`config.mk`:
```
export PLATFORM = sky130hd
export DESIGN_NAME = vx_reset_sequencer
export DESIGN_NICKNAME = d
export VERILOG_FILES = /design/src/rtl/vx_reset_sequencer_pkg.sv /design/src/rtl/vx_reset_sequencer.sv
export SDC_FILE = /design/constraint.sdc
export NUM_CORES = 1
export LEC_CHECK = 0
export ABC_AREA = 1
export BUFFER_PORTS_ARGS = -buffer_cell sky130_fd_sc_hd__buf_4
export CAP_MARGIN = 0
export CORE_AREA = 4 4 61 63
export CTS_BUF_LIST = sky130_fd_sc_hd__clkbuf_8
export CTS_CLUSTER_SIZE = 40
export DETAILED_ROUTE_END_ITERATION = 10
export DIE_AREA = 0 0 65 67
export PLACE_DENSITY_LB_ADDON = 0.25
export REMOVE_ABC_BUFFERS = 1
export SLEW_MARGIN = 30
export SYNTH_ARGS = -nofsm -noshare
export SYNTH_HDL_FRONTEND = slang
export SYNTH_SLANG_ARGS = --single-unit
export TNS_END_PERCENT = 30
```
`constraint.sdc`:
```
create_clock -name clk -period 1.9 [get_ports clk]
set_clock_uncertainty 0.15 [all_clocks]
set_input_delay 0 -clock clk [delete_from_list [all_inputs] [get_ports clk]]
set_output_delay 0 -clock clk [all_outputs]
set_load 0.01 [all_outputs]
```
`src/rtl/vx_reset_sequencer_pkg.sv`:
```
// vx_reset_sequencer_pkg: sequencer states and shared counter sizing
package vx_reset_sequencer_pkg;
    typedef enum logic [1:0] {IDLE, DRAIN, ASSERT, RELEASE} state_t;
    // Width of the one shared down-counter; it must hold the largest of the three loads
    function automatic int cnt_w(input int hold, input int stagger, input int drain_max);
        int m;
        m = hold > stagger ? hold : stagger;
        m = m > drain_max ? m : drain_max;
        return $clog2(m + 1);
    endfunction
endpackage

```
`src/rtl/vx_reset_sequencer.sv`:
```
// vx_reset_sequencer: holds selected reset domains, then releases them one at a time in ascending order
// Ports: clk/reset (sync, active-high); req_valid/req_mask/req_ready soft-reset request handshake;
// idle_i per-domain quiesced flags; reset_o registered per-domain resets; busy, done (pulse), timeout (sticky)
module vx_reset_sequencer
    import vx_reset_sequencer_pkg::*;
#(
    parameter int N = 4,
    parameter int HOLD = 16,
    parameter int STAGGER = 2,
    parameter int DRAIN_MAX = 256
) (
    input  logic         clk,
    input  logic         reset,
    input  logic         req_valid,
    input  logic [N-1:0] req_mask,
    output logic         req_ready,
    input  logic [N-1:0] idle_i,
    output logic [N-1:0] reset_o,
    output logic         busy,
    output logic         done,
    output logic         timeout
);
    localparam int CW = cnt_w(HOLD, STAGGER, DRAIN_MAX);
    state_t state;
    logic [N-1:0] mask, low, rest;
    logic [CW-1:0] cnt;
    logic accept, drained;
    always_comb begin
        low = mask & (~mask + N'(1));
        rest = mask & ~low;
        accept = req_valid & req_ready;
        drained = (idle_i & mask) == mask;
    end
    // The reset branch preloads HOLD so the first active edge already counts; a soft reset
    // enters ASSERT one edge later through DRAIN and therefore loads HOLD-1 to keep the same hold time.
    always_ff @(posedge clk) begin
        if (reset) begin
            state <= ASSERT;
            mask <= '1;
            cnt <= CW'(HOLD);
            reset_o <= '1;
            busy <= 1'b1;
            done <= 1'b0;
            timeout <= 1'b0;
            req_ready <= 1'b0;
        end else begin
            done <= 1'b0;
            case (state)
                IDLE: begin
                    req_ready <= 1'b1;
                    if (accept) begin
                        timeout <= 1'b0;
                        if (req_mask == '0) begin
                            done <= 1'b1;
                        end else begin
                            mask <= req_mask;
                            cnt <= CW'(DRAIN_MAX);
                            state <= DRAIN;
                            busy <= 1'b1;
                            req_ready <= 1'b0;
                        end
                    end
                end
                DRAIN: begin
                    if (drained || cnt == '0) begin
                        timeout <= !drained;
                        reset_o <= reset_o | mask;
                        cnt <= CW'(HOLD - 1);
                        state <= ASSERT;
                    end else begin
                        cnt <= cnt - CW'(1);
                    end
                end
                default: begin
                    // ASSERT and RELEASE share the release step: drop the lowest pending domain when the count expires
                    if (cnt != '0) begin
                        cnt <= cnt - CW'(1);
                    end else begin
                        reset_o <= reset_o & ~low;
                        mask <= rest;
                        cnt <= CW'(STAGGER - 1);
                        state <= rest == '0 ? IDLE : RELEASE;
                        busy <= rest != '0;
                        done <= rest == '0;
                    end
                end
            endcase
        end
    end
endmodule
```
[Word-level counts from Yosys, hierarchy flattened]
Index checks and enable logic that the tools add are counted.
Cells by class
  add/sub/neg operators: 2
  multipliers: 0
  div/mod/pow operators: 0
  magnitude comparators: 0
  equal/unequal tests: 8
  shifts and indexed selects: 0
  mux-type cells: 30
  bitwise operators: 10
  reductions and logical operators: 14
Operators by type and width (count)
  2-to-1 mux 9 bit: 4
  2-to-1 mux 4 bit: 5
  case mux 9 bit (2 select lines): 1
  bitwise AND 4 bit: 4
  case mux 4 bit (2 select lines): 2
  2-to-1 mux 2 bit: 5
  zero test 9 bit: 1
  2-to-1 mux 1 bit: 9
  nonzero test 9 bit: 1
  subtractor 9 x 1 -> 9 bit (second input constant): 1
  zero test 4 bit: 2
  NOT 4 bit: 2
  AND reduction 4 bit: 2
  != test 2 bit (second input constant): 3
  case mux 1 bit (2 select lines): 3
  AND reduction 3 bit: 2
  adder 4 x 1 -> 4 bit (second input constant): 1
  equality test 4 bit: 1
  != test 2 x 1 -> 1 bit (second input constant): 2
  OR 4 bit: 1
  case mux 2 bit (2 select lines): 1
  nonzero test 4 bit: 1
  != test 3 x 1 -> 1 bit (second input constant): 1
  equality test 2 x 1 -> 1 bit (second input constant): 1
  7 further kinds: 8
Word-level totals
  register bits: 23
  bits in latches: 0
  RAM bits: 0
  bits in read-only memories: 0
  input port bits: 11
  output and inout bits: 8
  word-level logic and storage cells: 72
  memories: 0

[Logic depth before layout (Yosys ltp)]
  depth in word-level cells: 9
  gate-level depth with buffers: 10
  depth with buffers taken out: 10

[Worst setup path after synthesis]
Ideal clock, no wire load.
  path kind: flip-flop to flip-flop
  start: register cnt[0]
  end: register busy
  library setup time: 130 ps
  data arrival time: 1205 ps
  setup slack: 415 ps
  stages on the path, launching flop included: 10
  buffers on the path: 0
  clock period less this slack: 1485 ps
  cells stage by stage: dfxtp_1 -> inv_1 -> ha_1 -> nand2_2 -> nor2_4 -> nand3_4 -> nand2_2 -> nand2_2 -> nand2_1 -> nand3_1
On the way
  cells in the longest elaborated chain, start to end: 3
Ends and longest elaborated chain
  start, declared: RTL line vx_reset_sequencer.sv:26  | logic [CW-1:0] cnt;
  start signal, assigned: RTL line vx_reset_sequencer.sv:40  | cnt <= CW'(HOLD);
  start signal, assigned: RTL line vx_reset_sequencer.sv:57  | cnt <= CW'(DRAIN_MAX);
  start signal, assigned: RTL line vx_reset_sequencer.sv:68  | cnt <= CW'(HOLD - 1);
  nonzero test 9 bit: RTL line vx_reset_sequencer.sv:76  | if (cnt != '0) begin
  != test 2 x 1 -> 1 bit (no line)
  AND reduction 4 bit (no line)
  end signal, assigned: RTL line vx_reset_sequencer.sv:42  | busy <= 1'b1;
  end signal, assigned: RTL line vx_reset_sequencer.sv:59  | busy <= 1'b1;
  end signal, assigned: RTL line vx_reset_sequencer.sv:83  | busy <= rest != '0;
  end, declared: RTL line vx_reset_sequencer.sv:19  | output logic busy,
Every way passes these cells.
A chain may end at the register's enable or synchronous reset.

[Worst setup path in the final report]
  start: register cnt[0]
  end: register state[0]
On the way
  cells in the longest elaborated chain, start to end: 4
  elaborated cells on any way between the ends: 6
Ends and longest elaborated chain
  zero test 9 bit: RTL line vx_reset_sequencer.sv:65  | if (drained || cnt == '0) begin
  logical OR 1 bit: RTL line vx_reset_sequencer.sv:65
  != test 2 bit (no line)
  AND reduction 4 bit (no line) (*)
  end signal, assigned: RTL line vx_reset_sequencer.sv:82  | state <= rest == '0 ? IDLE : RELEASE;
  end, declared: RTL line vx_reset_sequencer.sv:24  | state_t state;
Every way passes the cells marked *; elsewhere a longest branch is shown, timed or not.

==> flow_metrics.env <==
export IMPL_status="complete, no violations"
export IMPL_wl_per_cell_um=10.7
export IMPL_grt_ovfl_total=0
export IMPL_viasPerCell=4.69
export IMPL_power_density_nw_per_um2=1230
export IMPL_min_period_ns=1.62
export IMPL_die_x_um=65
export IMPL_place_hpwl_mm=2.26
export IMPL_drv_slew=0
export IMPL_final_cell_mix="nand2_1, nand3_1, dfxtp_1"
export IMPL_yosysWarnings=0
export IMPL_drc=0
export IMPL_grt_max_degree=18
export IMPL_finalHoldViolations=0
export IMPL_clock_latency_ns=0.26
export IMPL_rsz0062_at_grt="false"
export IMPL_met3_usage=0.0202
export IMPL_cp_max_fo=6
export IMPL_cp_slowest_cell="dfxtp_1"
export IMPL_start_util=0.430
export IMPL_wl_mm=2.91
export IMPL_core_area_um2=3230
export IMPL_worstSetupStartpointType="flip-flop"
export IMPL_relSlewSlack=0.653
export IMPL_hold_path_class="in2reg"
export IMPL_crit_path_cell_trace="inv_1 -> ha_1 -> nand2_2 -> nor2_4 -> nand2_4 -> nand3_2 -> nand3_4 -> nor2_1 -> nor2_1"
export IMPL_dr_pass1_iters=4
export IMPL_gp_congestion=0.783
export IMPL_grt_busiest_layer="met2"
export IMPL_met1_usage=0.199
export IMPL_grt_usage=0.149
export IMPL_cts_root_buf="clkbuf_8"
export IMPL_syn_to_final_growth_pct=19.4
export IMPL_setup_tns_ns=0
export IMPL_crit_top_cell="nor2_1"
export IMPL_dp_cells=263
export IMPL_grt_pass1_vias=1203
export IMPL_syn_area_um2=1390
export IMPL_setup_viol_count_final=0
export IMPL_synth_seq_area_share=0.332
export IMPL_boundaryPins=19
export IMPL_cts_tree="built"
export IMPL_syn_instance_count=201
export IMPL_use_met2=0.248
export IMPL_layout_commonest_cell="nand2_1"
export IMPL_cpLargestDelayFamily="simple AND/OR/NAND/NOR gates"
export IMPL_cts_clk_slew_worst_paths_ns=0.08
export IMPL_port_buffers=18
export IMPL_num_nets_final=239
export IMPL_drt_initial_drc_count=18
export IMPL_arrival_ns=1.63
export IMPL_final_layout_size_suffix_gt1_frac=0.208
export IMPL_syn_mean_instance_area_um2=6.91
export IMPL_crit_type="reg2reg"
export IMPL_timing_final_crit_share=0.851
export IMPL_critPathCaptureType="flip-flop"
export IMPL_synth_top_area_frac=0.332
export IMPL_die_area_um2=4360
export IMPL_ir_drop_mv=0.541
export IMPL_cts_repair_resized=0
export IMPL_cap_violations=0
export IMPL_clk_path_buf_depth=2
export IMPL_cts_buffers=3
export IMPL_postCtsSetupBuffers=0
export IMPL_num_vias=1277
export IMPL_max_stage_delay_ns=0.30
export IMPL_worstPathRequired_ns=1.91
export IMPL_ant_nets=0
export IMPL_synth_top_area_cell="dfxtp_1"
export IMPL_clock_sinks=23
export IMPL_n_antenna_cell=0
export IMPL_grt_pass1_wl_mm=5.18
export IMPL_tightestPinTransition_ns=0.518
export IMPL_rows=21
export IMPL_cts_htree_levels=1
export IMPL_power_leakage_nw=0.832
export IMPL_antenna_found_initial=0
export IMPL_ys_ff_latch=23
export IMPL_timing_fmax_ghz=0.618
export IMPL_dieHeight_um=67
export IMPL_stdcell_count=272
export IMPL_synth_cell_types=30
export IMPL_p_total_mw=2.04
export IMPL_yosys_top_cells_area="dfxtp_1, nand2_1, nand3_1"
export IMPL_crit_buf_inv=1
-- through the flow --
stage               hold slack (ns)   util  setup WS [ns]  instance area [um2]
global placement             0.0651  0.484          0.311                 1560
finish                       0.0871  0.513          0.282                 1660
detailed placement           0.0640  0.484          0.292                 1560
CTS                          0.0818  0.513          0.276                 1660
global route                  0.129  0.513          0.115                 1660
floorplan                   -0.0831      -          0.352                 1360
-- kinds of logic (layout without fill, tap and decap cells) --
| group | count (synthesis) | after routing | synth area share |
|---|---|---|---|
| compound gates | 15 | 15 | 0.0586 |
| xor+xnor | 6 | 6 | 0.0378 |
| fa+ha+maj | 1 | 1 | 0.00901 |
| buf+inv | 28 | 53 | 0.0901 |
| flops | 23 | 23 | 0.332 |
| simple gates | 128 | 128 | 0.473 |
-- state kept, by name (all words and copies together) (netlist names), named ones only --
register	cells
busy	1
timeout	1
cnt	9
mask	4
req_ready	1
done	1
reset_o	3
state	2
-- final cells by class --
type	instances	area (um2)
inverter	24	91.3
tap	46	57.6
multi-input combinational	150	803
clock inverter	1	3.75
fill	317	1570
sequential	23	460
clock buffer	3	41.3
timing repair buffer	25	200
-- tightest hold or removal path, cell delays in order --
cell and delay [ns]:
buf_4 0.11, nand2_1 0.05, inv_1 0.04, nand2_1 0.08, o22a_1 0.14, nor2_1 0.04
-- layer usage --
metal  wire, um  vias up
met1       1410      565
met3         96        4
li1           -      686
met5          0        -
met2       1370       22
met4         27        0
-- where the power goes --
| group | internal (mW) | switching [mW] | total (mW) |
|---|---|---|---|
| Combinational | 0.407 | 0.572 | 0.978 |
| Sequential | 0.615 | 0.150 | 0.765 |
| Clock | 0.144 | 0.157 | 0.301 |
| Total | 1.17 | 0.879 | 2.04 |
-- path summary, 6_finish.rpt --
path               end  cells after the start      start  slack, ns
max           state[0]                      9     cnt[0]       0.28
max reg2reg   state[0]                      9     cnt[0]       0.28
min reg2reg  flip-flop                      2  flip-flop       0.32
min               done                      6  req_valid       0.09
-- synth_stat cells, drive strengths merged --
master and n:
xor2 4, o21ai 9, o22a 1, xnor2 2, dfxtp 23, clkbuf 1, ha 1, clkinv 2
o211ai 1, inv 22, nand2 70, nor3 1, buf 3, nor2 23, nand4 2, nand3b 3
a21oi 4, nand3 29
-- what timing repair did --
action | CTS | global route
hold buffers | 5 | 0
endpoints found under the hold margin | 8 | 0
endpoints found under the setup margin | 0 | 0
Note: power is estimated with default switching activity, not from simulation.
